File: src/rtl/q_meter_pkg.sv
// q_meter_pkg: shared state encoding, default sizes and a width helper for q_meter.
// Q_METER_TIMEOUT_EN adds the ACCUM watchdog.
package q_meter_pkg;

    typedef enum logic [1:0] {SETTLE, ACCUM, DONE} q_meter_state_t;

    localparam int DEF_BUS_WIDTH      = 10;
    localparam int DEF_SETTLE_CYCLES  = 16;
    localparam int DEF_LOG2_AVG       = 2;
    localparam int DEF_TIMEOUT_CYCLES = 256;

    // Bits needed to hold 0..v-1; never narrower than one bit.
    function automatic int clog2(input int v);
        int r;
        r = 0;
        while ((1 << r) < v) r++;
        return (r == 0) ? 1 : r;
    endfunction

endpackage

File: src/rtl/q_meter_avg.sv
// q_meter_avg: accumulates 2^LOG2_AVG accepted samples and presents their truncated mean.
// done and avg are combinational so the caller can latch the result on the final sample edge.
module q_meter_avg
    import q_meter_pkg::*;
#(
    parameter int BUS_WIDTH = DEF_BUS_WIDTH,
    parameter int LOG2_AVG  = DEF_LOG2_AVG
) (
    input  logic                 clk,
    input  logic                 rst,
    input  logic                 clr,
    input  logic                 en,
    input  logic [BUS_WIDTH-1:0] sample,
    output logic                 done,
    output logic [BUS_WIDTH-1:0] avg
);

    localparam int AW = BUS_WIDTH + LOG2_AVG;
    localparam int CW = clog2((1 << LOG2_AVG) + 1);
    localparam logic [CW-1:0] LAST = CW'((1 << LOG2_AVG) - 1);

    logic [AW-1:0] acc_q, acc_d, sum;
    logic [CW-1:0] cnt_q, cnt_d;

    // clr outranks en so a restart never folds a stale sample into the new run.
    always_comb begin
        sum   = acc_q + AW'(sample);
        done  = en && (cnt_q == LAST);
        avg   = sum[AW-1:LOG2_AVG];
        acc_d = clr ? '0 : en ? sum : acc_q;
        cnt_d = clr ? '0 : en ? cnt_q + CW'(1) : cnt_q;
    end

    always_ff @(posedge clk or negedge rst) begin
        if (!rst) begin
            acc_q <= '0;
            cnt_q <= '0;
        end else begin
            acc_q <= acc_d;
            cnt_q <= cnt_d;
        end
    end

endmodule

File: src/rtl/q_meter.sv
// q_meter: waits out analog settling after each i_ref change, then averages Q samples and flags ready.
// Define Q_METER_TIMEOUT_EN to add the ACCUM watchdog and the timeout output.
module q_meter
    import q_meter_pkg::*;
#(
    parameter int BUS_WIDTH      = DEF_BUS_WIDTH,
    parameter int SETTLE_CYCLES  = DEF_SETTLE_CYCLES,
    parameter int LOG2_AVG       = DEF_LOG2_AVG
`ifdef Q_METER_TIMEOUT_EN
    ,
    parameter int TIMEOUT_CYCLES = DEF_TIMEOUT_CYCLES
`endif
) (
    input  logic                 clk,
    input  logic                 rst,
    input  logic [BUS_WIDTH-1:0] i_ref,
    input  logic [BUS_WIDTH-1:0] sample,
    input  logic                 sample_valid,
    output logic [BUS_WIDTH-1:0] q_measured,
    output logic                 ready,
    output logic                 busy
`ifdef Q_METER_TIMEOUT_EN
    ,
    output logic                 timeout
`endif
);

    localparam int SW = clog2(SETTLE_CYCLES + 1);
    localparam logic [SW-1:0] SETTLE_LAST = SW'(SETTLE_CYCLES);

    q_meter_state_t       state_q, state_d;
    logic [BUS_WIDTH-1:0] i_ref_q, q_q, q_d, avg;
    logic [SW-1:0]        settle_q, settle_d;
    logic                 ready_q, ready_d;
    logic                 chg, avg_clr, avg_en, avg_done;
`ifdef Q_METER_TIMEOUT_EN
    localparam int WW = clog2(TIMEOUT_CYCLES);
    localparam logic [WW-1:0] WD_LAST = WW'(TIMEOUT_CYCLES - 1);
    logic [WW-1:0] wd_q, wd_d;
    logic          timeout_q, timeout_d;
`endif

    q_meter_avg #(.BUS_WIDTH(BUS_WIDTH), .LOG2_AVG(LOG2_AVG)) u_avg (
        .clk    (clk),
        .rst    (rst),
        .clr    (avg_clr),
        .en     (avg_en),
        .sample (sample),
        .done   (avg_done),
        .avg    (avg)
    );

    // A change of i_ref restarts the measurement ahead of any completion on the same edge.
    always_comb begin
        chg      = i_ref != i_ref_q;
        avg_clr  = chg || (state_q != ACCUM);
        avg_en   = (state_q == ACCUM) && sample_valid;
        state_d  = state_q;
        settle_d = settle_q;
        q_d      = q_q;
        ready_d  = ready_q;
`ifdef Q_METER_TIMEOUT_EN
        wd_d      = wd_q;
        timeout_d = timeout_q;
`endif
        if (chg) begin
            state_d  = SETTLE;
            settle_d = '0;
            ready_d  = 1'b0;
`ifdef Q_METER_TIMEOUT_EN
            wd_d      = '0;
            timeout_d = 1'b0;
`endif
        end else if (state_q == SETTLE) begin
            state_d  = (settle_q == SETTLE_LAST) ? ACCUM : SETTLE;
            settle_d = (settle_q == SETTLE_LAST) ? settle_q : settle_q + SW'(1);
        end else if ((state_q == ACCUM) && avg_done) begin
            state_d = DONE;
            q_d     = avg;
            ready_d = 1'b1;
        end
`ifdef Q_METER_TIMEOUT_EN
        else if ((state_q == ACCUM) && (wd_q == WD_LAST)) begin
            state_d   = DONE;
            q_d       = '0;
            ready_d   = 1'b1;
            timeout_d = 1'b1;
        end else if (state_q == ACCUM) begin
            wd_d = wd_q + WW'(1);
        end
`endif
    end

    always_ff @(posedge clk or negedge rst) begin
        if (!rst) begin
            state_q  <= SETTLE;
            i_ref_q  <= '0;
            settle_q <= '0;
            q_q      <= '0;
            ready_q  <= 1'b0;
`ifdef Q_METER_TIMEOUT_EN
            wd_q      <= '0;
            timeout_q <= 1'b0;
`endif
        end else begin
            state_q  <= state_d;
            i_ref_q  <= i_ref;
            settle_q <= settle_d;
            q_q      <= q_d;
            ready_q  <= ready_d;
`ifdef Q_METER_TIMEOUT_EN
            wd_q      <= wd_d;
            timeout_q <= timeout_d;
`endif
        end
    end

    assign q_measured = q_q;
    assign ready      = ready_q;
    assign busy       = state_q != DONE;
`ifdef Q_METER_TIMEOUT_EN
    assign timeout    = timeout_q;
`endif

endmodule

File: config.mk
export PLATFORM = sky130hd
export DESIGN_NAME = q_meter
export DESIGN_NICKNAME = d
export VERILOG_FILES = /design/src/rtl/q_meter_pkg.sv /design/src/rtl/q_meter_avg.sv /design/src/rtl/q_meter.sv
export SDC_FILE = /design/constraint.sdc
export NUM_CORES = 1
export LEC_CHECK = 0
export CAP_MARGIN = 20
export CORE_MARGIN = 10
export CORE_UTILIZATION = 40
export CTS_CLUSTER_SIZE = 10
export DETAILED_ROUTE_END_ITERATION = 10
export PLACE_DENSITY = 0.62
export SYNTH_ARGS = -nofsm -noshare
export SYNTH_HDL_FRONTEND = slang
export SYNTH_SLANG_ARGS = --single-unit
File: constraint.sdc
create_clock -name clk -period 2.94 [get_ports clk]
set_input_delay 0.441 -clock clk [delete_from_list [all_inputs] [get_ports clk]]
set_output_delay 0.441 -clock clk [all_outputs]
set_load 0.01 [all_outputs]
* Yosys cells after proc, flatten, opt, wreduce, memory -nomap -nowiden *
Cells that the tools add are included.

storage, ports and cells
  register bits = 43
  latch bits = 0
  bits in writable memories = 0
  memory bits (read-only) = 0
  bits of input ports = 23
  output and inout port bits = 12
  word-level logic and storage cells = 46
  memories = 0

operators by class
  add/subtract/negate cells = 3
  $mul = 0
  divide/modulo/power cells = 0
  magnitude comparators = 0
  equal/unequal tests = 8
  shift-type cells = 0
  muxes and demuxes = 14
  bitwise operators = 2
  reduce and logical (&&, ||, !) cells = 12

operators by type and width
  cell                                                   count
  two-way mux 12 bit                                     2
  two-way mux 5 bit                                      3
  adder 12 x 10 -> 12 bit                                1
  inequality test 10 bit                                 1
  two-way mux 2 bit                                      3
  two-way mux 3 bit                                      2
  inequality test 2 bit, second input constant           3
  nonzero test 2 bit                                     3
  adder 5 x 1 -> 5 bit, second input constant            1
  equality test 5 bit, second input constant             1
  two-way mux 1 bit                                      4
  AND reduction 2 bit                                    2
  adder 3 x 1 -> 3 bit, second input constant            1
  equality test 3 x 2 -> 1 bit, second input constant    1
  logical AND 1 bit                                      3
  AND reduction 3 bit                                    1
  nonzero test 3 bit                                     1
  equality test 2 x 1 -> 1 bit, second input constant    1
  zero test 2 bit                                        1
  inequality test 2 x 1 -> 1 bit, second input constant  1
  NOT 1 bit                                              2
  logical OR 1 bit                                       1

* Longest topological paths before layout *
  word-level depth = 7
  mapped depth = 9
  mapped depth without buffers = 9

* Hierarchy *
Synthesis repeated with hierarchy kept, for this count alone.

unflattened totals
  cell total of the unflattened synthesis = 213
  area, all modules = 2337.2 µm²

modules (own cells, without submodules)
  module       times used  cells an instance  area an instance (µm²)  sequential area each (µm²)
  q_meter_avg  1           125                1193.6                  375.4
  q_meter      1           88                 1143.6                  700.7

* Worst setup path before layout *
OpenSTA, ideal clock, no wires.

  kind = in2reg
  start = input port sample[3]
  end = register q_q[9], in the netlist q_measured[9]
  library setup time = 0.125 ns
  arrival = 1.946 ns
  data required time = 2.815 ns
  path slack = 0.870 ns
  stages = 7
  buffers on the path = 0
  cell sequence = ha_1 > nand3_1 > or2_2 > a211oi_1 > o31ai_1 > xnor2_1 > mux2_2

on the way
  longest elaborated chain between the ends = 1

RTL lines
  element                  line               RTL
  from (decl)              q_meter.sv:17      input logic [BUS_WIDTH-1:0] sample,
  adder 12 x 10 -> 12 bit  q_meter_avg.sv:27  sum = acc_q + AW'(sample);
  to (signal assigned)     q_meter.sv:109     q_q <= q_d;
  to (decl)                q_meter.sv:32      logic [BUS_WIDTH-1:0] i_ref_q, q_q, q_d, avg;

No other way between the ends.
A chain may end at the register's enable or synchronous reset.

* Worst setup path after layout *
Same ends and word-level chain as after synthesis.

==> results.py <==
metrics = {
    "run_status": {
        "status": "complete, no violations",
    },
    "global_routing": {
        "antenna_found_initial": 0,
        "grt_start_max_net_pins": 44,
        "grt_pass1_wl_um": 8090,
        "grt-ovfl-total": 0,
        "grt_pass1_vias": 1686,
        "grt_usage_pct": 11.2,
    },
    "placed_design": {
        "hpwl_um": 3300,
        "dp.cells": 318,
        "port_buffers": 34,
        "gp_congestion": 0.759,
        "dp_slack_ps": 329,
    },
    "cells_and_area": {
        "final_util_pct": 51.3,
        "synthToLayoutAreaGrowth_pct": 24.5,
        "final_common_cell": "dfrtp_1",
        "final_cell_mix": "43 x dfrtp_1, 33 x clkdlybuf4s50_1, 32 x nor2_1",
        "nets": 291,
        "diodes": 0,
        "drive_gt1_share_pct": 10.6,
        "instances_no_fill": 326,
    },
    "setup_path": {
        "required_ps": 3130,
        "crit_start": "sample[3]",
        "worst-path-max-fanout": 5,
        "startpoint_type": "primary input",
        "path_class": "primary input to flip-flop",
        "r2r_start": "u_avg.acc_q[3]$_DFFE_PN0P_",
        "arrival_ps": 2490,
        "endpoint_kind": "flip-flop",
    },
    "synth": {
        "synth_top_area_share_pct": 47.4,
        "syn_inst": 212,
        "synth.avg_cell_area_um2": 10.7,
        "syn_area_um2": 2270,
        "synth_edf_count": 0,
        "synth_cell_types": 36,
        "synth_area_leaders": "dfrtp_1 47%, ha_1 7.7%, xnor2_1 7.3%, mux2i_1 5.3%, nor2_1 5.3%",
        "synth_fp_nets": 250,
        "ys.flop_type": "dfrtp_1",
        "seq_area_frac_synth_pct": 47.4,
        "ys_warn_count": 0,
        "synth_top_cell_by_area": "dfrtp_1",
        "synth-seq-cells": 43,
        "synthArstFlopShare_pct": 100,
    },
    "power": {
        "ir_drop_mv": 0.235,
        "p_leak_nw": 1.24,
        "power_density_nw_per_um2": 411,
    },
    "die": {
        "dieHeight_um": 95.3,
        "ios": 35,
        "core_area_um2": 5510,
        "die_w_um": 95.3,
        "start_util_pct": 41.2,
        "num_rows": 27,
        "die_area_um2": 9090,
    },
    "clock_network": {
        "tritoncts": "built",
        "cts_resized": 0,
        "root_buffer": "clkbuf_8",
        "clock_sinks": 43,
        "cts_made_buffers": 5,
        "post-cts-setup-buffer-count": 0,
        "clk_pin_slew_ps": 80,
        "insertion_delay_ps": 300,
        "ctsHoldBuffers": 0,
        "max-clock-path-buffers": 2,
        "ctsHtreeMaxLevel": 2,
    },
    "timing": {
        "fin_crit_ps": 2310,
        "finalHoldViolCount": 0,
        "final.setup_skew_ps": 7.90,
        "fin_crit_sh_pct": 78.4,
        "rsz0062_at_grt": "no",
        "clock.fmax_mhz": 434,
        "final_max_slew_viol_count": 0,
        "setup_viol": 0,
        "maxSlewHeadroom_pct": 37.5,
        "worstMarginPinSlew_ps": 938,
        "layout_setup_ws_ps": 634,
        "setup_tns_ps": 0,
    },
    "min_path": {
        "hp-class": "primary input to async pin",
    },
    "routing": {
        "vias": 1616,
        "highest_layer": "met4",
        "detail-route-antenna-nets": 0,
        "met2_length_um": 2060,
        "met1_length_um": 2230,
        "wl_um": 4580,
        "drtIter0Drc": 30,
        "remaining_drc_errors": 0,
        "wire_per_inst_um": 14.0,
        "vias_per_cell": 4.96,
        "wl_met3_um": 185,
        "first_pass_iters": 4,
    },
    "flow_run": {
        "maxCapViolations": 0,
    },
}
-- final cells by class --
type                            count  area [um^2]
Inverter                            9         33.8
Clock inverter                      3         43.8
Multi-Input combinational cell    155         1140
Clock buffer                        5         68.8
Timing Repair Buffer               39          373
Fill cell                         508         2680
Tap cell                           72         90.1
Sequential cell                    43         1080
-- worst max-delay path: stages --
cell             delay (ps)
clkdlybuf4s50_1         400
ha_1                    360
nand3_1                 110
or2_2                   300
a211oi_1                330
o31ai_1                 150
xnor2_1                 140
mux2_2                  260
-- Yosys cell counts (2+ instances only) --
cell type / count
dfrtp_1: 43
nor2_1: 32
xnor2_1: 19
ha_1: 14
mux2i_1: 12
a21oi_1: 10
inv_1: 9
mux2_2: 9
nand2_1: 8
o21ai_0: 7
clkbuf_1: 5
nand4_1: 5
nand3_1: 4
xor2_1: 4
a211oi_1: 3
nor4_1: 3
a21o_1: 2
a31oi_1: 2
nor2b_1: 2
o31a_1: 2
or2_2: 2
-- power by group --
| group | total, mW | switching (mW) | internal [mW] |
|---|---|---|---|
| Clock | 0.459 | 0.206 | 0.253 |
| Combinational | 0.103 | 0.0484 | 0.0542 |
| Sequential | 0.601 | 0.00294 | 0.598 |
-- per-stage QoR --
| step | power (mW) | area, um^2 | hold WS [ps] |
|---|---|---|---|
| 2_1_floorplan | 0.662 | 2270 | 145 |
| 3_3_place_gp | 0.717 | 2710 | 493 |
| 3_5_place_dp | 0.717 | 2710 | 496 |
| 4_1_cts | 1.18 | 2830 | 324 |
| 5_1_grt | 1.22 | 2830 | 368 |
| 6_report | 1.16 | 2830 | 285 |
-- sequential cells by signal, summed over array words and instances, names as in the netlist --
name	cells
ready	1
u_avg.acc_q	12
i_ref_q	10
settle_q	5
q_measured	10
state_q	2
u_avg.cnt_q	3
-- worst paths after layout --
path                       cells after the start                    endpoint  slack, ps
max                                            8   q_measured[9]$_DFFE_PN0P_        630
min reg2reg                                    1   q_measured[3]$_DFFE_PN0P_        510
max reg2reg                                    7   q_measured[9]$_DFFE_PN0P_        790
min                                            1  u_avg.acc_q[7]$_DFFE_PN0P_        290
max in group asynchronous                      1           ready$_DFFE_PN0P_       2080
min in group clk                               1   q_measured[3]$_DFFE_PN0P_        510
-- layer usage --
metal	up-vias	GRT usage, %
met5	-	0
met4	0	5.49
met3	7	3.06
met2	20	17.5
met1	767	13.9
li1	822	-
-- cell families after synthesis --
group / synth area share [%]
compound gates: 8.88
fa+ha+maj: 8.60
flops: 47.4
buf+inv: 2.32
simple gates: 14.2
xor+xnor: 8.88
mux: 9.76
Note: power is estimated with default switching activity, not from simulation.
